File: src/rtl/quad_speed_meter.sv
// Quadrature encoder speed meter.
// Counts x4-decoded encoder steps over a fixed window of WINDOW_CYCLES clocks
// and publishes the magnitude and direction of the net count at the end of
// each window, together with a saturating count of illegal transitions.
module quad_speed_meter #(
  parameter int WINDOW_CYCLES = 50000
) (
  input  logic        theClock,
  input  logic        theReset,
  input  logic        enable,
  input  logic        encA,
  input  logic        encB,
  output logic [15:0] speed,
  output logic [7:0]  dir,
  output logic        valid,
  output logic [7:0]  errCount
);

  localparam int CW = (WINDOW_CYCLES > 2) ? $clog2(WINDOW_CYCLES) : 1;
  localparam logic [CW-1:0] TERM = CW'(WINDOW_CYCLES - 1);

  localparam logic signed [17:0] ACC_MAX = 18'sd65535;
  localparam logic signed [17:0] ACC_MIN = -18'sd65535;

  logic              r_a_meta, r_a_sync, r_b_meta, r_b_sync;
  logic [1:0]        r_prev;
  logic [CW-1:0]     r_cnt;
  logic signed [16:0] r_acc;

  logic [1:0]         w_cur;
  logic               w_fwd, w_rev, w_err, w_term, w_sat;
  logic signed [17:0] w_step, w_acc_ext, w_sum;
  logic signed [16:0] w_acc_nxt;
  logic [15:0]        w_mag;

  // Two-flop synchronizers plus previous-pair register; these run regardless
  // of enable so re-enabling never sees a stale pair.
  always_ff @(posedge theClock or negedge theReset) begin
    if (!theReset) begin
      r_a_meta <= 1'b0;
      r_a_sync <= 1'b0;
      r_b_meta <= 1'b0;
      r_b_sync <= 1'b0;
      r_prev   <= 2'b00;
    end else begin
      r_a_meta <= encA;
      r_a_sync <= r_a_meta;
      r_b_meta <= encB;
      r_b_sync <= r_b_meta;
      r_prev   <= {r_a_sync, r_b_sync};
    end
  end

  assign w_cur = {r_a_sync, r_b_sync};

  // x4 decode: forward order is 00 -> 01 -> 11 -> 10 -> 00.
  always_comb begin
    w_fwd = 1'b0;
    w_rev = 1'b0;
    unique case ({r_prev, w_cur})
      4'b00_01, 4'b01_11, 4'b11_10, 4'b10_00: w_fwd = 1'b1;
      4'b01_00, 4'b11_01, 4'b10_11, 4'b00_10: w_rev = 1'b1;
      default: ;
    endcase
  end

  // Both bits flipping means a transition was missed; no step is credited.
  assign w_err  = (r_prev ^ w_cur) == 2'b11;
  assign w_term = (r_cnt == TERM);

  assign w_step    = w_fwd ? 18'sd1 : (w_rev ? -18'sd1 : 18'sd0);
  assign w_acc_ext = {r_acc[16], r_acc};
  assign w_sum     = w_acc_ext + w_step;
  // A step that would cross +/-65535 is dropped rather than clipped.
  assign w_sat     = (w_sum > ACC_MAX) || (w_sum < ACC_MIN);
  assign w_acc_nxt = w_sat ? r_acc : w_sum[16:0];
  // Magnitude always fits 16 bits because the accumulator never reaches -65536.
  assign w_mag     = w_acc_nxt[16] ? (~w_acc_nxt[15:0] + 16'd1) : w_acc_nxt[15:0];

  // Window counter, accumulator and published results; the step on the
  // terminal edge belongs to the closing window.
  always_ff @(posedge theClock or negedge theReset) begin
    if (!theReset) begin
      r_cnt    <= '0;
      r_acc    <= '0;
      speed    <= 16'h0000;
      dir      <= 8'h00;
      valid    <= 1'b0;
      errCount <= 8'h00;
    end else if (!enable) begin
      r_cnt <= '0;
      r_acc <= '0;
      valid <= 1'b0;
    end else begin
      valid <= 1'b0;
      if (w_err && errCount != 8'hFF)
        errCount <= errCount + 8'd1;
      if (w_term) begin
        r_cnt <= '0;
        r_acc <= '0;
        speed <= w_mag;
        dir   <= {7'b0, w_acc_nxt[16]};
        valid <= 1'b1;
      end else begin
        r_cnt <= r_cnt + CW'(1);
        r_acc <= w_acc_nxt;
      end
    end
  end

endmodule

File: config.mk
export PLATFORM = sky130hd
export DESIGN_NAME = quad_speed_meter
export DESIGN_NICKNAME = d
export VERILOG_FILES = /design/src/rtl/quad_speed_meter.sv
export SDC_FILE = /design/constraint.sdc
export NUM_CORES = 1
export LEC_CHECK = 0
export CAP_MARGIN = 20
export CELL_PAD_IN_SITES_DETAIL_PLACEMENT = 2
export CELL_PAD_IN_SITES_GLOBAL_PLACEMENT = 2
export CORE_MARGIN = 2
export CORE_UTILIZATION = 39
export CTS_CLUSTER_DIAMETER = 60
export DETAILED_ROUTE_END_ITERATION = 7
export PLACE_DENSITY = 0.92
export SLEW_MARGIN = 20
export SYNTH_ARGS = -nofsm -noshare
export SYNTH_HDL_FRONTEND = slang
export SYNTH_SLANG_ARGS = --single-unit
export TNS_END_PERCENT = 100
File: constraint.sdc
create_clock -name theClock -period 9.7 [get_ports theClock]
set_input_delay 2.425 -clock theClock [delete_from_list [all_inputs] [get_ports theClock]]
set_output_delay 2.425 -clock theClock [all_outputs]
set_load 0.01 [all_outputs]
# After elaboration in Yosys (flattened, before gate mapping)
# Index checks and enable logic that the tools add are counted.
# W data, S select, Z words.
# op_classes
n_mul,0
shift,0
reduce_logical,6
n_div,0
n_mux,12
n_eq_ne,11
order_cmp,2
bitwise,2
add_sub_neg,4
# ops
cell,n
$mux W17,3
$mux W16,3
$mux W18,2
$add A16 B1 Y16 const B,2
$add A17 B18 Y18,1
$gt A18 B17 Y1 const B,1
$lt A18 B17 Y1 const B,1
$eq A16 B16 Y1 const B,1
$eq A4 B4 Y1 const B,4
$not A16 Y16,1
$add A8 B1 Y8 const B,1
$eq A4 B3 Y1 const B,2
$ne A8 B8 Y1 const B,1
$reduce_or A4 Y1,2
$eq A4 B1 Y1 const B,1
$eq A4 B2 Y1 const B,1
$mux W1,4
$reduce_and A2 Y1,2
$eq A2 B2 Y1 const B,1
$xor A2 B2 Y2,1
$logic_and A1 B1 Y1,1
$logic_or A1 B1 Y1,1
# word_totals
word_cells,48
in_bits,5
output_inout_bits,33
ff_bits,65
ram_bits,0
latch_bits,0
mem_bits_ro,0
mem_count,0

# Depth between registers and ports, before layout
# depth
word_depth,12
mapped_depth,21

# Worst setup path before layout
# No wires, ideal clock.
# synth_path
path_kind,register to register
start,register r_b_sync
end,register speed[12]
stages_incl_launch_ff,20
path_slack_ps,4534
path_buffers,2
required_ps,9574
synth_period_minus_slack_ps,5166
arrival_time_ps,5040
cell_sequence,dfrtp_1 -> xor2_1 -> nor2_1 -> ha_1 -> a211o_1 -> a2111oi_2 -> a221oi_1 -> a221oi_2 -> nand4_2 -> o31a_1 -> buf_6 -> nor2_4 -> mux2i_1 -> ha_1 -> inv_1 -> nor4_2 -> o211a_1 -> buf_6 -> nand3_1 -> a311o_1
# synth_via
elab_chain_len,12
elab_cells_between_ends,22
cone_classes,2 x add/sub; 2 x order compare; 8 x eq/ne; 6 x mux; 1 x bitwise; 3 x reduce/logical
# synth_rtl
item,line_no,source
"start, declared",25,"logic r_a_meta, r_a_sync, r_b_meta, r_b_sync;"
"start signal, assigned",49,r_b_sync <= r_b_meta;
$eq A4 B3 Y1 (tied with other cells),60,"unique case ({r_prev, w_cur})"
$reduce_or A4 Y1,60,
$mux W1,60,
$mux W18,71,assign w_step = w_fwd ? 18'sd1 : (w_rev ? -18'sd1 : 18'sd0);
$mux W18 *,71,
$add A17 B18 Y18 *,73,assign w_sum = w_acc_ext + w_step;
$gt A18 B17 Y1 or $lt A18 B17 Y1 (tied branches),75,assign w_sat = (w_sum > ACC_MAX) || (w_sum < ACC_MIN);
$logic_or A1 B1 Y1,75,
$mux W17 *,76,assign w_acc_nxt = w_sat ? r_acc : w_sum[16:0];
$not A16 Y16,78,assign w_mag = w_acc_nxt[16] ? (~w_acc_nxt[15:0] + 16'd1) : w_acc_nxt[15:0];
$add A16 B1 Y16,78,
$mux W16 *,78,
"end signal, assigned",101,speed <= w_mag;
"end, declared",13,"output logic [15:0] speed,"
# Every way passes the cells marked *; elsewhere a longest branch is shown, timed or not.
# A chain may end at the register's enable or synchronous reset.

# Final worst setup path
# Same ends and word-level chain as after synthesis.

==> key figures <==
Global routing
  – Overall routing resource usage: 0.292
  – Antenna violations before repair: 0
  – Vias in the first global route: 4899
  – Largest net degree at the start of global routing: 66
  – First-pass GRT wire length: 28.5 mm
  – GRT overflow: 0

Layout
  – Antenna fix cells: 0
  – Fin nets: 572
  – Layout cell share with drive strength beyond 1: 0.0782
  – Fin cells: 693
  – Synth-to-layout area growth: 14.9%
  – Design area: 5320 um2

Placed design
  – RD Place Congestion: 0.891
  – DP Area: 4990 um2
  – Cells after DPL: roughly 680
  – Detailed placement HPWL: approximately 12 mm
  – IO buf count: 30

Clock tree
  – Clk buf depth: 2
  – Hold buffers post-CTS: 0
  – Root buf cell: clkbuf_16
  – Clock Latency Late Sink: 0.35 ns
  – Reg clk slew, reported paths: 0.06 ns
  – Clock Sinks: 65
  – Quantity of gates resized following cts: 0
  – Postcts setup bufs: 0
  – H-Tree Depth: 3
  – CTS tree: yes
  – CTS Buf Count: 9

Floorplan
  – Die footprint: between 10000 and 15000 um2
  – Die Ht: 113 um
  – Std cell rows: 39
  – Starting density of the core: 0.402
  – IO Pins: 38
  – Die width: 113 um
  – Core box area: between 10000 and 15000 um2

Synthesis
  – Top-area cell type share of the netlist area: 0.351
  – #FFs+latches synth: 65
  – Post-synth EDFFs: 0
  – Async set or reset register ratio after synthesis: 1.00
  – Synthesized cell area: 4630 um2
  – Seq/Total Area, Yosys: 0.351
  – Gate count after technology mapping: 525
  – Largest area contributor in the netlist: dfrtp_1
  – Post-synth top flop: dfrtp_1
  – Yosys warns: 0
  – Synth area leaders: dfrtp_1 35%, ha_1 5.4%, nor2_1 4.5%
  – Synth unique cells: 79
  – Avg Inst Size Synth: 8.83 um2

Worst setup path
  – Setup crit end kind: flip-flop
  – Reg-to-Reg End: speed[12]
  – Reg2Reg Setup Slack: 3.48 ns
  – Worst path depth: 18
  – WP buf/inv: 1
  – Cells along the critical path: xor2_1, xnor2_1, ha_1, fa_1, a211oi_1, o21ai_0, xor2_1, a21oi_1, nand4_2, o31a_1, nor2_4, mux2i_1, ha_1, inv_1, nor4_2, o211a_1, nand3_1, a311o_1
  – CP required: approximately 9.9 ns
  – Crit-path leading delay family: compound AO/OA/AOI/OAI gates
  – Worst path slowest cell: o31a_1
  – Worst r2r src: r_b_sync
  – Worst setup path class: reg2reg
  – Crit-path max cell delay: 0.52 ns
  – Critical Path AT: about 6.5 ns
  – CP Max Fanout: 10
  – Reg2Reg Depth: 18
  – Startpoint Class: flip-flop

Drt
  – M1 WL: 6.95 mm
  – Top layer in use: met4
  – First-pass DRT Iterations: 7
  – Via count: roughly 4400
  – Drt total wl: between 15 and 20 mm
  – WL/cell: 25.9 um
  – DRC violations left: 1
  – 1st-iter DRT viols: 215
  – DRT antenna net count: 0
  – Routed wl met3: 563 um
  – DR vias/cell: around 6.3
  – DR WL met2: about 9.8 mm

Worst hold path
  – Hold Startpoint: r_b_meta
  – WHS Path Cells: 0
  – Hold Crit Endpoint: r_b_sync
  – Worst hold path class: reg2reg

Power
  – Max VDD drop: 178 uV
  – Pwr Total: 1.85 mW
  – P_leak: 2.42 nW
  – Power per Cell Area: 347 nW/um2

Timing
  – Setup TNS: 0 ns
  – Layout Skew: 0.0100 ns
  – Slew HR: 0.248
  – F_max: 161 MHz
  – RSZ-0062 raised after global routing: no
  – Worst-Margin Slew: roughly 1.1 ns
  – Final setup vio count: 0
  – Final Hold Viols: 0
  – Final Slew Violations: 0
  – Fin Hold WS: 0.367 ns
  – Final period demand of the worst path: 6.22 ns
  – Period utilization: 0.641

Flow run
  – Number of max-cap violations: 0

Outcome
  – Outcome: finished, violations left
  – Failing checks: design-rule violations
## report_power, final
group          switching (mW)  total [mW]  internal [mW]
registers              0.0587       0.366          0.308
clock network           0.134       0.358          0.225
logic                   0.772        1.12          0.349
## layout by cell type, fill, tap and decap left out, types with 9 or more instances in the layout
master and count:
o21ai_0 20, clkdlybuf4s50_1 29, nand3_1 25, dfrtp_1 65, nand2_1 51, xor2_1 22
clkbuf_16 9, ha_1 20, xnor2_1 16, nor2_1 55, a211oi_1 10, a21oi_1 27
a21o_1 13, and3_1 11
## routing by layer
metal,GRT usage,vias up
met5,0,-
met4,0.133,0
met3,0.0386,61
met2,0.549,114
met1,0.326,2252
li1,-,1970
## synth_stat cells, types with 5 or more instances
cell type and n:
and3_1 11, o211ai_1 7, clkbuf_1 14, and4_1 5, buf_2 5, a31oi_1 6
xor2_1 22, o21ai_1 6, buf_4 7, a22oi_1 7, dfrtp_1 65, ha_1 20
xnor2_1 16, a21o_1 13, inv_1 6, a21oi_1 27, a211oi_1 10, o21ai_0 20
nand4_1 7, nand2_1 52, a211o_1 8, nor2_1 55, and2_1 7, nor3_1 7
nand3_1 25
## cell type report
type / count / area (um2)
fillers: 1245 / 6190
multi-input cells: 429 / 2850
flip-flops and latches: 65 / 1630
repair buffers: 34 / 325
clock buffers: 9 / 225
well taps: 143 / 179
clock inverters: 6 / 92.6
inverters: 7 / 26.3
## kinds of logic (layout without fill, tap and decap cells)
kind of cell | after synthesis | count (layout) | synth area share
buf+inv | 37 | 56 | 0.0419
mux | 8 | 8 | 0.0192
flops | 65 | 65 | 0.351
xor+xnor | 38 | 38 | 0.0718
other cells | 1 | 7 | 0.000809
simple gates | 202 | 202 | 0.217
fa+ha+maj | 21 | 21 | 0.0583
compound gates | 153 | 153 | 0.240
## stage by stage
stage	setup WS [ns]	util
after floorplan	4.53	-
after detailed placement	3.95	0.434
after global routing	3.12	0.462
after CTS	3.57	0.461
after global placement	4.41	0.434
final	3.48	0.462
## flip-flops by register name (all words and copies together), names as in the netlist, 2 cells and up
signal    cells
errCount      8
speed        16
r_cnt        16
r_prev        2
r_acc        17
## how the worst max path moves through the flow
stage	to	slack, ns	from
finish	speed[12]	3.48	r_b_sync
global route	speed[12]	3.12	r_b_sync
CTS	speed[12]	3.57	r_b_sync
detailed placement	speed[12]	3.95	r_a_sync
global placement	speed[12]	4.41	r_a_sync
floorplan	speed[12]	4.53	r_b_sync
Note: power is estimated with default switching activity, not from simulation.
